[src/rtl/router_pkg.sv]
// Shared header layout, timeout constant and FSM encoding for the router output-port reader.
package router_pkg;
  localparam int HDR_LEN_MSB      = 7;
  localparam int HDR_LEN_LSB      = 2;
  localparam int ADDR_W           = 2;
  localparam int SOFT_RST_TIMEOUT = 30;
  localparam int LEN_W            = HDR_LEN_MSB - HDR_LEN_LSB + 1;
  localparam int CNT_W            = LEN_W + 1;
  localparam int DLY_W            = $clog2(SOFT_RST_TIMEOUT);

  typedef enum logic [2:0] {IDLE, WAIT, HDR, HDR_CAP, BODY, CHECK} rd_state_t;

  function automatic logic [15:0] sat_inc(input logic [15:0] v);
    return (v == 16'hFFFF) ? v : v + 16'd1;
  endfunction
endpackage

[src/rtl/router_out_reader_if.sv]
// FIFO read handshake plus downstream packet stream of one router output port.
// master = reader side; slave = FIFO/downstream side.
interface router_out_reader_if #(parameter int DWIDTH = 8) ();
  logic              vld_out;
  logic [DWIDTH-1:0] data_out;
  logic              soft_reset;
  logic              hold;
  logic              read_enb;
  logic [DWIDTH-1:0] pkt_data;
  logic              pkt_valid;
  logic              pkt_sop;
  logic              pkt_eop;
  logic              pkt_done;
  logic              parity_err;
  logic              pkt_abort;
  logic [15:0]       pkt_cnt;
  logic [15:0]       err_cnt;

  modport master (
    input  vld_out, data_out, soft_reset, hold,
    output read_enb, pkt_data, pkt_valid, pkt_sop, pkt_eop, pkt_done,
           parity_err, pkt_abort, pkt_cnt, err_cnt
  );

  modport slave (
    output vld_out, data_out, soft_reset, hold,
    input  read_enb, pkt_data, pkt_valid, pkt_sop, pkt_eop, pkt_done,
           parity_err, pkt_abort, pkt_cnt, err_cnt
  );
endinterface

[src/rtl/router_parity_acc.sv]
// XOR parity accumulator: load with header, fold in payload, latch parity byte, compare.
// Result valid the cycle after the parity byte is latched; no backpressure.
module router_parity_acc #(parameter int DWIDTH = 8) (
  input  logic              clk,
  input  logic              rst_n,
  input  logic              load,
  input  logic              acc_en,
  input  logic              par_en,
  input  logic [DWIDTH-1:0] dat,
  output logic              mismatch
);
  logic [DWIDTH-1:0] acc;
  logic [DWIDTH-1:0] par;

  always_ff @(posedge clk or negedge rst_n) begin
    if (!rst_n) begin
      acc <= '0;
      par <= '0;
    end else begin
      if (load)        acc <= dat;
      else if (acc_en) acc <= acc ^ dat;
      if (par_en)      par <= dat;
    end
  end

  assign mismatch = (acc != par);
endmodule

[src/rtl/router_out_reader.sv]
// Router output-port reader: pulls a packet from the FIFO, streams it with sop/eop, checks parity
// (only when ROUT_PARITY_CHK_EN is defined). Byte out 1 cycle after read_enb; hold stalls issue only.
module router_out_reader
  import router_pkg::*;
#(
  parameter int DWIDTH    = 8,
  parameter int START_DLY = 0
) (
  input  logic                clock,
  input  logic                resetn,
  router_out_reader_if.master bus
);
  rd_state_t        state, state_nxt;
  logic [DLY_W-1:0] dly_cnt;
  logic [CNT_W-1:0] remaining, issued, rcvd;
  logic             rd_en, rd_q;
  logic             active, capture, last_byte, par_err;
  logic [15:0]      pkt_cnt_r, err_cnt_r;

  assign active    = (state != IDLE);
  // A read issued last cycle is only delivered if the packet is still alive.
  assign capture   = rd_q & ~bus.soft_reset & ((state == HDR_CAP) | (state == BODY));
  assign last_byte = (state == BODY) & ((rcvd + CNT_W'(1)) == remaining);

  always_comb begin
    state_nxt = state;
    rd_en     = 1'b0;
    case (state)
      IDLE:    if (bus.vld_out) state_nxt = WAIT;
      // Delay of N gives the first read N+1 cycles after vld_out is seen; 0 and 1 both take one WAIT cycle.
      WAIT:    if (dly_cnt <= DLY_W'(1)) state_nxt = HDR;
      HDR: begin
        rd_en = bus.vld_out & ~bus.hold;
        if (rd_en) state_nxt = HDR_CAP;
      end
      HDR_CAP: state_nxt = BODY;
      BODY: begin
        rd_en = bus.vld_out & ~bus.hold & (issued < remaining);
        if (capture && last_byte) state_nxt = CHECK;
      end
      CHECK:   state_nxt = IDLE;
      default: state_nxt = IDLE;
    endcase
    if (bus.soft_reset && active) begin
      state_nxt = IDLE;
      rd_en     = 1'b0;
    end
  end

  always_ff @(posedge clock or negedge resetn) begin
    if (!resetn) begin
      state     <= IDLE;
      dly_cnt   <= '0;
      remaining <= '0;
      issued    <= '0;
      rcvd      <= '0;
      rd_q      <= 1'b0;
      pkt_cnt_r <= '0;
      err_cnt_r <= '0;
    end else begin
      state <= state_nxt;
      rd_q  <= rd_en;
      if (state == IDLE && bus.vld_out)    dly_cnt <= DLY_W'(START_DLY);
      else if (state == WAIT && dly_cnt != '0) dly_cnt <= dly_cnt - DLY_W'(1);
      if (state == HDR_CAP) begin
        remaining <= CNT_W'(bus.data_out[HDR_LEN_MSB:HDR_LEN_LSB]) + CNT_W'(1);
        issued    <= '0;
        rcvd      <= '0;
      end else if (state == BODY) begin
        issued <= issued + CNT_W'(rd_en);
        rcvd   <= rcvd + CNT_W'(capture);
      end
      if (bus.soft_reset && active)     err_cnt_r <= sat_inc(err_cnt_r);
      else if (state == CHECK && par_err) err_cnt_r <= sat_inc(err_cnt_r);
      else if (state == CHECK)            pkt_cnt_r <= sat_inc(pkt_cnt_r);
    end
  end

`ifdef ROUT_PARITY_CHK_EN
  logic par_mismatch;

  router_parity_acc #(.DWIDTH(DWIDTH)) u_parity_acc (
    .clk      (clock),
    .rst_n    (resetn),
    .load     (capture & (state == HDR_CAP)),
    .acc_en   (capture & (state == BODY) & ~last_byte),
    .par_en   (capture & last_byte),
    .dat      (bus.data_out),
    .mismatch (par_mismatch)
  );
  assign par_err = par_mismatch;
`else
  assign par_err = 1'b0;
`endif

  assign bus.read_enb   = rd_en;
  assign bus.pkt_valid  = capture;
  assign bus.pkt_data   = capture ? bus.data_out : '0;
  assign bus.pkt_sop    = capture & (state == HDR_CAP);
  assign bus.pkt_eop    = capture & last_byte;
  assign bus.pkt_done   = (state == CHECK) & ~bus.soft_reset;
  assign bus.parity_err = bus.pkt_done & par_err;
  assign bus.pkt_abort  = bus.soft_reset & active;
  assign bus.pkt_cnt    = pkt_cnt_r;
  assign bus.err_cnt    = err_cnt_r;
endmodule
[src/flat_wrapper.sv]
// flat-port wrapper written by rule: the top's interface ports become plain ports
module router_out_reader_flat import router_pkg::*;
#(
  parameter int DWIDTH    = 8,
  parameter int START_DLY = 0
)
  (clock, resetn, bus_vld_out, bus_data_out, bus_soft_reset, bus_hold, bus_read_enb, bus_pkt_data, bus_pkt_valid, bus_pkt_sop, bus_pkt_eop, bus_pkt_done, bus_parity_err, bus_pkt_abort, bus_pkt_cnt, bus_err_cnt);
  router_out_reader_if #(.DWIDTH(DWIDTH)) bus_i ();
  input  logic clock;
  input  logic resetn;
  input wire logic [$bits(bus_i.vld_out)-1:0] bus_vld_out;
  input wire logic [$bits(bus_i.data_out)-1:0] bus_data_out;
  input wire logic [$bits(bus_i.soft_reset)-1:0] bus_soft_reset;
  input wire logic [$bits(bus_i.hold)-1:0] bus_hold;
  output wire logic [$bits(bus_i.read_enb)-1:0] bus_read_enb;
  output wire logic [$bits(bus_i.pkt_data)-1:0] bus_pkt_data;
  output wire logic [$bits(bus_i.pkt_valid)-1:0] bus_pkt_valid;
  output wire logic [$bits(bus_i.pkt_sop)-1:0] bus_pkt_sop;
  output wire logic [$bits(bus_i.pkt_eop)-1:0] bus_pkt_eop;
  output wire logic [$bits(bus_i.pkt_done)-1:0] bus_pkt_done;
  output wire logic [$bits(bus_i.parity_err)-1:0] bus_parity_err;
  output wire logic [$bits(bus_i.pkt_abort)-1:0] bus_pkt_abort;
  output wire logic [$bits(bus_i.pkt_cnt)-1:0] bus_pkt_cnt;
  output wire logic [$bits(bus_i.err_cnt)-1:0] bus_err_cnt;
  assign bus_i.vld_out = bus_vld_out;
  assign bus_i.data_out = bus_data_out;
  assign bus_i.soft_reset = bus_soft_reset;
  assign bus_i.hold = bus_hold;
  assign bus_read_enb = bus_i.read_enb;
  assign bus_pkt_data = bus_i.pkt_data;
  assign bus_pkt_valid = bus_i.pkt_valid;
  assign bus_pkt_sop = bus_i.pkt_sop;
  assign bus_pkt_eop = bus_i.pkt_eop;
  assign bus_pkt_done = bus_i.pkt_done;
  assign bus_parity_err = bus_i.parity_err;
  assign bus_pkt_abort = bus_i.pkt_abort;
  assign bus_pkt_cnt = bus_i.pkt_cnt;
  assign bus_err_cnt = bus_i.err_cnt;
  router_out_reader #(.DWIDTH(DWIDTH), .START_DLY(START_DLY)) u_core (.clock(clock), .resetn(resetn), .bus(bus_i));
endmodule
[config.mk]
export PLATFORM = sky130hd
export DESIGN_NAME = router_out_reader_flat
export DESIGN_NICKNAME = d
export VERILOG_FILES = /design/src/rtl/router_pkg.sv /design/src/rtl/router_out_reader_if.sv /design/src/rtl/router_parity_acc.sv /design/src/rtl/router_out_reader.sv /design/src/flat_wrapper.sv
export SDC_FILE = /design/constraint.sdc
export NUM_CORES = 1
export LEC_CHECK = 0
export CORE_UTILIZATION = 55
export CTS_BUF_LIST = sky130_fd_sc_hd__clkbuf_4
export CTS_CLUSTER_SIZE = 40
export DETAILED_ROUTE_END_ITERATION = 6
export GPL_ROUTABILITY_DRIVEN = 0
export GPL_TIMING_DRIVEN = 0
export PLACE_DENSITY = 0.87
export SLEW_MARGIN = 20
export SYNTH_ARGS = -nofsm -noshare
export SYNTH_HDL_FRONTEND = slang
export SYNTH_SLANG_ARGS = --single-unit
[constraint.sdc]
create_clock -name clock -period 2.6 [get_ports clock]
set_input_delay 0.39 -clock clock [delete_from_list [all_inputs] [get_ports clock]]
set_output_delay 0.39 -clock clock [all_outputs]
set_load 0.03 [all_outputs]
==> Implementation_results.wiki <==
{| class="wikitable"
! Metric !! Value
|-
| Total track usage || 0.268
|-
| FF-to-FF path depth || 11
|-
| Compound-Gate Fraction of Synth Area || 0.0820
|-
| Sw Share || 0.390
|-
| Insertion delay of the later-clocked pin in the worst-skew pair || 0.43 ns
|-
| Number of distinct standard cells referenced by the synthesized netlist || 61
|-
| Status || complete, but fails checks
|-
| Total instance count after detailed placement || 482
|-
| Crit share post-route || 1.06
|-
| Detailed-route vias per instance || 6.09
|-
| Data required time at the worst endpoint || 2.21 ns
|-
| Count of flip-flops with a built-in enable after synthesis || 0
|-
| Met2 routing resource usage after global routing || 0.440
|-
| Maximum ir drop on the vdd rail || 0.617 mV
|-
| Clock Pin Slew Worst Setup and Hold Paths || 0.11 ns
|-
| Worst path cell trace || ha_1 > xor2_1 > nor4_4 > nand2_2 > nor4_4 > buf_4
|-
| Vias in the first global route || 2960
|-
| Biggest area consumer among synthesized cells || dfrtp_1
|-
| Clock Skews || 0.0153 ns
|-
| Clock share of power || 0.203
|-
| Cells after Synth || 348
|-
| Port Buf Inserts || 58
|-
| Number of failing hold endpoints at the final stage || 0
|-
| Sequential area share after synthesis || 0.435
|-
| Maximum number of pins on one net before global-route repair || 41
|-
| Endpoint of the most critical setup path || bus_pkt_eop
|-
| Leakage power of the design || 2.19 nW
|-
| Half-perimeter wire length after placement || 5.63 mm
|-
| Minimum setup slack in the final design || -0.143 ns
|-
| Combinational family with the most area after synthesis || simple AND/OR/NAND/NOR gates
|-
| Simple-gate portion of the synthesized area || 0.257
|-
| Total via count after detailed routing || 3148
|-
| Area added between synthesis and finish || 30.9%
|-
| Routed len/inst || 17.2 um
|-
| Final antenna-violating net count || 0
|-
| Global Route met3 Usage || 0.0549
|-
| Pre-antenna DRT Iters || 4
|-
| Grt total ovfl || 0
|-
| TritonCTS clock tree || yes
|-
| Library cell appearing most often on the critical path || nor4_4
|-
| Logic pwr share || 0.379
|-
| Startpoint of the worst setup timing path || u_core.rcvd[0]
|-
| Final-stage net count || 467
|-
| Power Dens Cells || 678 nW/um^2
|-
| Remaining DRCs || 0
|-
| Fraction of final layout cells with drive strength greater than 1 || 0.190
|-
| Master cell of the clock root buffer || clkbuf_4
|-
| Total number of placement rows || 28
|-
| Layer with the highest usage after global routing || met2
|-
| Global-route wire length before repair || 13.7 mm
|-
| Die area || 6810 um^2
|-
| Beginning of the worst register-to-register path || u_core.state[2]
|-
| Final Setup Violations || 1
|-
| Chip width || 82.6 um
|-
| I/O pin count || 60
|-
| Endpoint kind of the worst setup timing path || primary output
|-
| Yosys reg bits || 62
|-
| Asr flop ratio synth || 1.00
|-
| Post-layout instance count excluding filler cells || 517
|-
| Sequential fraction of design power || 0.418
|-
| Internal power || 0.00193 W
|-
| Kind of start point of the critical path || flop
|-
| Cell with the largest stage delay on the worst path || dfrtp_2
|-
| Shortest period the worst path allows || 2.74 ns
|-
| Synth top area cells || dfrtp_1, xor2_1, ha_1, xnor2_1, nand2_1
|-
| Number of violations reported at the end of detailed-routing iteration 0 || 226
|-
| Die Span Y || 82.6 um
|-
| Number of slew-limit violations in the final report || 0
|-
| Capturing point of the worst reg2reg path || u_core.issued[4]
|-
| Path type of the worst setup path || flop to primary output
|-
| Initial core utilization || 0.585
|-
| Most used DFF post-synth || dfrtp_1
|-
| Synthesized Nets || 378
|-
| Critical path arrival || 2.35 ns
|-
| Number of buffers created by CTS || 9
|-
| Max Freq || 365 MHz
|-
| Initial antenna violation count || 0
|-
| Worst rel slew slack || 0.651
|-
| Violated checks || setup timing
|-
| Number of diodes added for antenna fixing || 0
|-
| Overall routed net length || 8.90 mm
|-
| Clock buffer depth || 2
|-
| Number of H-tree branching levels || 3
|-
| Post-synthesis adder-cell area fraction || 0.0596
|-
| Fraction of synthesized area in multiplexers || 0.0238
|-
| Floorplan Core Area || 6100 um^2
|-
| PnR Total Power || 0.00317 W
|-
| Post-synthesis xor/xnor area fraction || 0.113
|-
| Net Sw Power || 0.00123 W
|-
| Slew of the pin with the lowest slew margin || 0.519 ns
|-
| Number of warnings issued by yosys || 0
|-
| Average size of a mapped cell || 10.3 um^2
|-
| Number of max-capacitance violations reported || 0
|-
| Unrepaired setup endpoints after global routing || yes
|-
| Synthesized cell area || 3570 um^2
|-
| Setup slack of the worst register-to-register path || 0.12 ns
|-
| Filler cell count || 415
|-
| Classification of the worst-slack hold path || primary input to async pin
|-
| Worst Path Max Fanout || 2
|-
| Num Clock Sinks || 62
|-
| Global-route met1 utilization || 0.336
|-
| Maximum single-stage delay on the critical path || 0.42 ns
|-
| Area share of the largest cell type after synthesis || 0.435
|}
registers in the layout, indices dropped and copies added (netlist names):
name and cells:
u_core.bus.err_cnt 16, u_core.bus.pkt_cnt 16, u_core.dly_cnt 5, u_core.issued 7
u_core.rcvd 7, u_core.rd_q 1, u_core.remaining 7, u_core.state 3
routing by layer:
metal / vias up / share of wire
met5: - / 0
met4: 0 / 0.022
met3: 19 / 0.061
met2: 128 / 0.50
met1: 1560 / 0.42
li1: 1441 / -
power groups by stage:
stage | Combinational (W) | Sequential (W) | Clock (W)
global route | 0.00131 | 0.00134 | 0.000678
floorplan | 0.000645 | 0.00139 | 0
CTS | 0.00112 | 0.00131 | 0.000639
detailed placement | 0.00106 | 0.00133 | 0
finish | 0.00120 | 0.00132 | 0.000642
global placement | 0.000993 | 0.00132 | 0
layout make-up:
cell class / count / area [um^2] / share of cell area
timing repair buffer: 78 / 733 / 0.157
clock buffer: 9 / 67.6 / 0.0145
inverter: 12 / 45.0 / 0.00964
clock inverter: 7 / 55.1 / 0.0118
buffer: 11 / 65.1 / 0.0139
multi-input combinational: 263 / 2060 / 0.441
sequential: 62 / 1550 / 0.332
tap: 75 / 93.8 / 0.0201
stage by stage:
stage	utilization	area, um^2	hold WS [ns]	setup TNS, ns	setup slack, ns
after floorplan	-	3590	0.0944	0	0.0399
after global placement	0.700	4270	0.466	-51.35	-0.802
after detailed placement	0.703	4280	0.303	-2.60	-0.587
after CTS	0.738	4500	0.390	-0.0851	-0.0781
after global routing	0.766	4670	0.423	-0.331	-0.187
final	0.766	4670	0.391	-0.143	-0.143
cells in the final DEF (no fill, tap or decap), types with 5 or more instances in the layout:
cell,instances
dfrtp_1,61
clkdlybuf4s50_1,44
xor2_1,34
buf_4,24
nand2_1,22
nand3_1,17
nor2_1,17
o21ai_0,15
nor3_1,14
nand4_1,13
inv_1,12
xnor2_1,12
ha_1,12
clkbuf_4,9
and2_1,8
buf_6,7
nor3b_1,7
buf_2,5
ha_4,5
kinds of logic after synthesis:
logic type / Yosys count
flops: 62
xor+xnor: 46
simple gates: 146
other cells: 1
mux: 8
buf+inv: 24
compound gates: 44
fa+ha+maj: 17
synthesized netlist by cell type, types with 4 or more instances:
cell type / count
and2_1: 11
nor2_1: 17
nand2b_1: 4
nand2_1: 23
xnor2_1: 12
nor3b_1: 7
mux2i_1: 4
nor3_1: 14
a21oi_1: 4
nor4_1: 4
dfrtp_1: 62
ha_1: 17
clkbuf_1: 4
o21ai_0: 16
nand3_1: 17
inv_1: 12
a22o_1: 4
xor2_1: 34
nand4_1: 13
and3_1: 4
buf_2: 5
worst max-delay path: cells and delay by family (launching register included):
| family | cells | cell delay [ns] |
|---|---|---|
| flip-flops | 1 | 0.42 |
| XOR/XNOR | 1 | 0.18 |
| AND/OR/NAND/NOR | 3 | 0.81 |
| adder cells (fa/ha/maj) | 1 | 0.31 |
| buffers and inverters | 1 | 0.22 |
worst min-delay path by stage:
stage	cells past startpoint	endpoint	slack, ns
6_report	2	u_core.bus.err_cnt[0]	0.39
5_1_grt	2	u_core.bus.err_cnt[0]	0.42
4_1_cts	2	u_core.bus.err_cnt[1]	0.39
3_5_place_dp	1	u_core.bus.err_cnt[1]	0.30
3_3_place_gp	1	u_core.issued[6]	0.47
2_1_floorplan	0	u_core.bus.err_cnt[0]	0.09
timing repair:
item / in CTS / in global routing
gates resized for setup: 78 / 24
pin swaps: 6 / 6
hold buffers: 1 / 0
cloned: 1 / 0
endpoints found under the hold margin: 22 / 0
buffers inserted: 8 / 10
setup endpoints to repair: 16 / 14
Note: power is estimated with default switching activity, not from simulation.
